===== config.mk =====
export PLATFORM = sky130hd
export DESIGN_NAME = sha256_chunk
export DESIGN_NICKNAME = d
export VERILOG_FILES = /design/src/rtl/sha256_chunk.sv
export SDC_FILE = /design/constraint.sdc
export NUM_CORES = 2
export LEC_CHECK = 0
export CORE_AREA = 3 3 402 404
export DETAILED_ROUTE_END_ITERATION = 8
export DIE_AREA = 0 0 405 407
export PLACE_DENSITY = 0.7
export REMOVE_ABC_BUFFERS = 1
export SKIP_LAST_GASP = 1
export SYNTH_ARGS = -nofsm -noshare
export SYNTH_HDL_FRONTEND = slang
export SYNTH_SLANG_ARGS = --single-unit

===== constraint.sdc =====
create_clock -name clk -period 61.5 [get_ports clk]
set_input_delay 12.3 -clock clk [delete_from_list [all_inputs] [get_ports clk]]
set_output_delay 12.3 -clock clk [all_outputs]
set_load 0.05 [all_outputs]

===== src/rtl/sha256_chunk.sv =====
// Iterative SHA-256 compression: one round per clock, 64 clocks per chunk,
// free-running. data/V_in are sampled only on the round-0 edge.
module sha256_chunk (
  input  logic         clk,
  input  logic         rst,
  input  logic [511:0] data,
  input  logic [255:0] V_in,
  output logic [255:0] hash
);

  localparam int unsigned WORD_W = 32;
  localparam int unsigned NUM_WORDS = 16;
  localparam int unsigned NUM_VARS = 8;
  localparam int unsigned RND_W = 6;

  localparam logic [WORD_W-1:0] K_ROM [64] = '{
    32'h428a2f98, 32'h71374491, 32'hb5c0fbcf, 32'he9b5dba5, 32'h3956c25b, 32'h59f111f1, 32'h923f82a4, 32'hab1c5ed5,
    32'hd807aa98, 32'h12835b01, 32'h243185be, 32'h550c7dc3, 32'h72be5d74, 32'h80deb1fe, 32'h9bdc06a7, 32'hc19bf174,
    32'he49b69c1, 32'hefbe4786, 32'h0fc19dc6, 32'h240ca1cc, 32'h2de92c6f, 32'h4a7484aa, 32'h5cb0a9dc, 32'h76f988da,
    32'h983e5152, 32'ha831c66d, 32'hb00327c8, 32'hbf597fc7, 32'hc6e00bf3, 32'hd5a79147, 32'h06ca6351, 32'h14292967,
    32'h27b70a85, 32'h2e1b2138, 32'h4d2c6dfc, 32'h53380d13, 32'h650a7354, 32'h766a0abb, 32'h81c2c92e, 32'h92722c85,
    32'ha2bfe8a1, 32'ha81a664b, 32'hc24b8b70, 32'hc76c51a3, 32'hd192e819, 32'hd6990624, 32'hf40e3585, 32'h106aa070,
    32'h19a4c116, 32'h1e376c08, 32'h2748774c, 32'h34b0bcb5, 32'h391c0cb3, 32'h4ed8aa4a, 32'h5b9cca4f, 32'h682e6ff3,
    32'h748f82ee, 32'h78a5636f, 32'h84c87814, 32'h8cc70208, 32'h90befffa, 32'ha4506ceb, 32'hbef9a3f7, 32'hc67178f2
  };

  function automatic logic [31:0] big_sigma0(input logic [31:0] x);
    return {x[1:0], x[31:2]} ^ {x[12:0], x[31:13]} ^ {x[21:0], x[31:22]};
  endfunction

  function automatic logic [31:0] big_sigma1(input logic [31:0] x);
    return {x[5:0], x[31:6]} ^ {x[10:0], x[31:11]} ^ {x[24:0], x[31:25]};
  endfunction

  function automatic logic [31:0] small_sigma0(input logic [31:0] x);
    return {x[6:0], x[31:7]} ^ {x[17:0], x[31:18]} ^ {3'b000, x[31:3]};
  endfunction

  function automatic logic [31:0] small_sigma1(input logic [31:0] x);
    return {x[16:0], x[31:17]} ^ {x[18:0], x[31:19]} ^ {10'b0, x[31:10]};
  endfunction

  // Round counter keeps this exact name so it can be deposited externally.
  logic [RND_W-1:0] roundnum;
  logic [RND_W-1:0] roundnum_d;

  // Working variables a..h in lanes 0..7, schedule window, latched chaining value.
  logic [NUM_VARS-1:0][WORD_W-1:0]  st_q, st_d;
  logic [NUM_WORDS-1:0][WORD_W-1:0] w_q, w_d;
  logic [NUM_VARS-1:0][WORD_W-1:0]  vl_q, vl_d;
  logic [NUM_VARS-1:0][WORD_W-1:0]  hash_q, hash_d;

  logic [NUM_VARS-1:0][WORD_W-1:0]  src_st;
  logic [NUM_WORDS-1:0][WORD_W-1:0] src_w;
  logic [WORD_W-1:0] w_next;
  logic [WORD_W-1:0] t1;
  logic [WORD_W-1:0] t2;
  logic [WORD_W-1:0] ch;
  logic [WORD_W-1:0] maj;
  logic              first_rnd;
  logic              last_rnd;

  // One compression round, schedule expansion and final feed-forward.
  always_comb begin
    roundnum_d = roundnum + RND_W'(1);
    first_rnd  = (roundnum == RND_W'(0));
    last_rnd   = (roundnum == RND_W'(63));

    src_st = first_rnd ? V_in : st_q;
    for (int i = 0; i < NUM_WORDS; i++) begin
      src_w[i] = first_rnd ? {data[32*i +: 8], data[32*i+8 +: 8],
                              data[32*i+16 +: 8], data[32*i+24 +: 8]}
                           : w_q[i];
    end

    w_next = small_sigma1(src_w[14]) + src_w[9] + small_sigma0(src_w[1]) + src_w[0];
    for (int i = 0; i < NUM_WORDS - 1; i++) begin
      w_d[i] = src_w[i+1];
    end
    w_d[NUM_WORDS-1] = w_next;

    ch  = (src_st[4] & src_st[5]) ^ (~src_st[4] & src_st[6]);
    maj = (src_st[0] & src_st[1]) ^ (src_st[0] & src_st[2]) ^ (src_st[1] & src_st[2]);
    t1  = src_st[7] + big_sigma1(src_st[4]) + ch + K_ROM[roundnum] + src_w[0];
    t2  = big_sigma0(src_st[0]) + maj;

    st_d[0] = t1 + t2;
    st_d[1] = src_st[0];
    st_d[2] = src_st[1];
    st_d[3] = src_st[2];
    st_d[4] = src_st[3] + t1;
    st_d[5] = src_st[4];
    st_d[6] = src_st[5];
    st_d[7] = src_st[6];

    vl_d = first_rnd ? V_in : vl_q;

    hash_d = hash_q;
    if (last_rnd) begin
      for (int j = 0; j < NUM_VARS; j++) begin
        hash_d[j] = vl_q[j] + st_d[j];
      end
    end
  end

  // State registers with asynchronous reset.
  always_ff @(posedge clk or posedge rst) begin
    if (rst) begin
      roundnum <= '0;
      st_q     <= '0;
      w_q      <= '0;
      vl_q     <= '0;
      hash_q   <= '0;
    end else begin
      roundnum <= roundnum_d;
      st_q     <= st_d;
      w_q      <= w_d;
      vl_q     <= vl_d;
      hash_q   <= hash_d;
    end
  end

  assign hash = hash_q;

endmodule


# Yosys cells after proc, flatten, opt, wreduce, memory -nomap -nowiden
# Memories as Yosys holds them, arrays and structs flattened.
# Cells that the tools add are included.
totals:
  reg_bits: 1286
  rom_bits: 2048
  out_inout_bits: 256
  elab_cells: 101
  mem_count: 1
classes:
  addsub: 19
  order_cmp: 1
  n_eq_ne: 1
  mux: 19
  bitwise_logic: 18
  n_reduce_logical: 1
memory_table:
  columns: ["memory", "words", "word_bits", "rd", "rd_clocked_by_memory_dff", "write_ports", "line", "rtl"]
  rows:
  - ["(name not given)", 64, 32, 1, 0, 0, "84", "t1 = src_st[7] + big_sigma1(src_st[4]) + ch + K_ROM[roundnum] + src_w[0];"]
ops:
  columns: ["cell", "count"]
  rows:
  - ["$add 32x32->32", 18]
  - ["$mux 32", 18]
  - ["$xor 32x32->32", 9]
  - ["$mux 256", 1]
  - ["$and 32x32->32", 5]
  - ["$not 32->32", 1]
  - ["$xor 32x22->32", 1]
  - ["$xor 32x29->32", 1]
  - ["$ge 7x7->1 const B", 1]
  - ["$not 6->7", 1]
  - ["$add 6x1->6 const B", 1]
  - ["$eq 6x6->1 const B", 1]
  - ["$logic_not 6->1", 1]

# Logic depth before layout (Yosys ltp)
logic_depth:
  word_depth: 10
  mapped_depth: 53
  mapped_depth_nobuf: 48

# Worst setup path before layout
# Ideal clock, no wire load.
synth_path:
  path_type: "input port to flip-flop"
  from: "input V_in[154]"
  to: "register hash_q (netlist bit hash[31])"
  setup_time_ns: 0.128
  arrival_time_ns: 20.683
  required_time_ns: 61.372
  setup_slack_ns: 40.689
  cell_stages: 44
  path_buffers: 0
  path_cell_list: "nand2_1 -> a21boi_1 -> xnor2_1 -> xnor2_1 -> fa_1 -> inv_1 -> fa_1 -> inv_1 -> fa_1 -> ha_1 -> fa_1 -> a211oi_1 -> nor2_1 -> o21a_1 -> nor2_1 -> o21bai_1 -> a21oi_1 -> xnor2_1 -> [8 not listed] -> o21a_1 -> o21ai_0 -> nand2b_1 -> a21oi_1 -> xnor2_1 -> ha_1 -> a21o_1 -> a21o_1 -> a21oi_1 -> o21ai_0 -> a311oi_1 -> a21oi_1 -> a2111oi_0 -> nor3_1 -> nand4_1 -> nand4b_1 -> xnor3_1 -> o21ai_1"
synth_lines:
  columns: ["element", "line", "rtl"]
  rows:
  - ["start, declared", "7", "input logic [255:0] V_in,"]
  - ["end signal, assigned", "119", "hash_q <= hash_d;"]
  - ["end, declared", "51", "logic [NUM_VARS-1:0][WORD_W-1:0] hash_q, hash_d;"]

==> metrics.cfg <==
[synthesis]
async_flop_share_pct = 100.0
synth_cell_type_count = 110
synth_edf_count = 0
ys_seq_elements = 1286
syn-cell-area_mm2 = 0.07409
synth_top_area_share_pct = 43.43
ys_top_cells_by_area = dfrtp_1 43%, nand2_1 14%, ha_1 6.7%, xnor2_1 5.2%, fa_1 5.2%
syn_inst = 8340
yosysWarnings = 0
synth_area_per_cell_um2 = 8.884
synth_top_area_cell = dfrtp_1
synth_top_flop_cell = dfrtp_1
yosysSeqAreaShare_pct = 43.43

[flow_run]
max_cap_viol_count = 0

[die]
rows = 146
initial_core_util_pct = 46.84
die_area_mm2 = 0.1648
core_mm2 = 0.1582
ios = 1026
dieHeight_um = 407
die_width_um = 405

[cells_and_area]
utilization_pct = 58.00
nets = 10668
fin_area_mm2 = 0.09175
layout-drive-gt1-share_pct = 4.573
finalNonFillerCells = 11525
areaGrowthSynthToFinish_pct = 23.82

[clock_tree]
cts.clk_slew.worst_paths_ns = 0.06
clk_latency_ns = 0.83
cts_tree = yes
cts_buffer_depth = 3
numCtsBuffers = 145
cts-root-buf = clkbuf_16
cts_resized = 0
hold_buffers = 0
h-tree-depth = 4
cts_setup_buffers = 0
cts_num_sinks = 1286

[global_route]
grt_max_degree = 171
grt_pass1_wl_um = 420900
grt_pass1_vias = 62583
gr-total-overflow = 0
grt.total_usage_pct = 34.90
antenna_found_initial = 36

[timing]
finalHoldViolCount = 0
final_max_slew_viol_count = 0
slew_headroom_pct = 13.74
clock.fmax_ghz = 0.04417
setup_tns_ns = 0
setup_viol = 0
tightest_slew_ns = 1.261
skew_ns = 0.05846
grt_setup_unrepaired = false
fin_crit_ns = 22.64
period_share_pct = 36.82

[setup_path]
cpPeakStageDelay_ns = 0.99
required_ns = 62.15
crit_family = compound AO/OA/AOI/OAI gates
crit_type = input port to flop
r2r_start = roundnum[1]
start_kind = input port
crit_buf_inv = 5
worstPathArrival_ns = 23.29
rrSetupSlack_ns = 47.79
cp_max_fo = 6
crit_slowest_cell = a21boi_1
crit_path_end_kind = flop
reg2reg_depth = 49
r2r-end = hash[31]

[routing]
dr_wl_met2_um = 129500
drtPass1Iterations = 6
wl_met3_um = 23640
vias = 64398
drcViolationCount = 0
routed_via_density = 5.588
drtAntennaViolNets = 0
drt-wirelength-per-cell_um = 25.43
dr.max_layer_used = met5
drt_wl_total_um = 293100
drtIter0Drc = 6630
drt-met1-wl_um = 129600

[hold_path]
hold_class = flop to flop
whs_endpoint = w_q[479]
hold_depth = 2
min_from = w_q[511]

[placed_design]
postPlaceCellArea_mm2 = 0.08668
portBuffers = 1025
hpwl_um = 232300
dp.cells = 11234
finalWeightedCongestion = 0.9848

[outcome]
status = complete, no violations

through the flow:
stage	hold slack [ns]	worst slack, ns
after detailed placement	0.4269	38.37
after CTS	0.4289	39.16
after global placement	0.4232	38.29
after floorplan	0.4213	12.96
final	0.4149	38.86
after global routing	0.4468	38.37
routing by layer:
layer,up-vias,global-route usage (%)
li1,29298,-
met1,32006,50.06
met2,2638,52.82
met3,446,6.877
met4,10,12.08
met5,-,0
worst min-delay path: stages (launching register included):
cell and delay [ns]:
dfrtp_1 0.32, nand2_1 0.04, nand2_1 0.05
layout by cell type (no fill, tap or decap), types with 37 or more instances in the layout:
cell type,netlist,routed
a21boi_0,37,37
nand3_1,103,103
dfrtp_1,1286,1283
fa_1,193,193
nor3_1,79,79
a31oi_1,44,44
and3_1,38,38
o21bai_1,47,47
xnor2_1,442,442
buf_4,0,104
mux2i_1,134,134
nand2_1,2756,2756
o21ai_0,477,477
a21oi_1,313,313
nor2_1,231,230
o21a_1,48,48
ha_1,396,396
o211ai_1,40,40
a21o_1,148,148
xor2_1,140,140
clkbuf_16,0,146
inv_1,523,521
clkdlybuf4s50_1,0,1025
o31ai_1,39,39
nor2b_1,40,40
nand2b_1,57,57
synthesized netlist by cell type, types with 9 or more instances:
library cell,number
and3_1,38
o21ai_0,477
a311oi_1,16
nand2_1,2756
nand2b_1,57
nand4_1,18
fa_1,193
a2111oi_0,12
a21boi_0,37
buf_1,19
a31oi_1,44
a211o_1,11
nand3_1,103
nor3_1,79
or3_1,21
o211ai_1,40
and2_1,26
clkbuf_1,256
o31a_1,9
a21oi_1,313
xor2_1,140
o21bai_1,47
xnor2_1,442
maj3_1,16
o22ai_1,12
a21o_1,148
dfrtp_1,1286
a221oi_1,9
mux2i_1,134
a211oi_1,28
nor2_1,231
buf_2,36
nor2b_1,40
a21boi_1,33
ha_1,396
inv_1,523
o21a_1,48
o21ai_1,15
o31ai_1,39
how the worst max path moves through the flow:
stage	startpoint	end	slack, ns	cells after the start
after global placement	V_in[140]	hash[31]	38.29	45
after global routing	V_in[140]	hash[29]	38.37	44
after floorplan	rst	hash[0]	12.96	1
after detailed placement	V_in[140]	hash[31]	38.37	45
after CTS	V_in[140]	hash[31]	39.16	45
final	V_in[140]	hash[31]	38.86	45
cell type report:
class | instances | area [um2]
antenna | 29 | 72.57
clock buffer | 200 | 4126
clock inverter | 62 | 864.6
fill | 13994 | 66450
inverter | 526 | 1984
multi-input combinational | 6212 | 38700
sequential | 1286 | 32190
tap | 2072 | 2592
timing repair buffer | 1138 | 11220
logic make-up after synthesis:
| group | after synthesis | share of synthesized area [%] |
|---|---|---|
| AND/OR/NAND/NOR | 3429 | 18.68 |
| AO/OA/AOI/OAI | 1446 | 12.31 |
| flip-flops | 1286 | 43.43 |
| buffers and inverters | 842 | 4.374 |
| adder cells (fa/ha/maj) | 606 | 12.13 |
| XOR/XNOR | 587 | 7.020 |
| multiplexers | 144 | 2.053 |
flip-flops by register name, indices dropped and copies added (netlist names):
register  count
hash        256
roundnum      6
st_q        256
vl_q        256
w_q         512
Power is left out: the tool's default activity adds up to more than one toggle a clock period on the data nets, which glitch-free logic cannot reach.
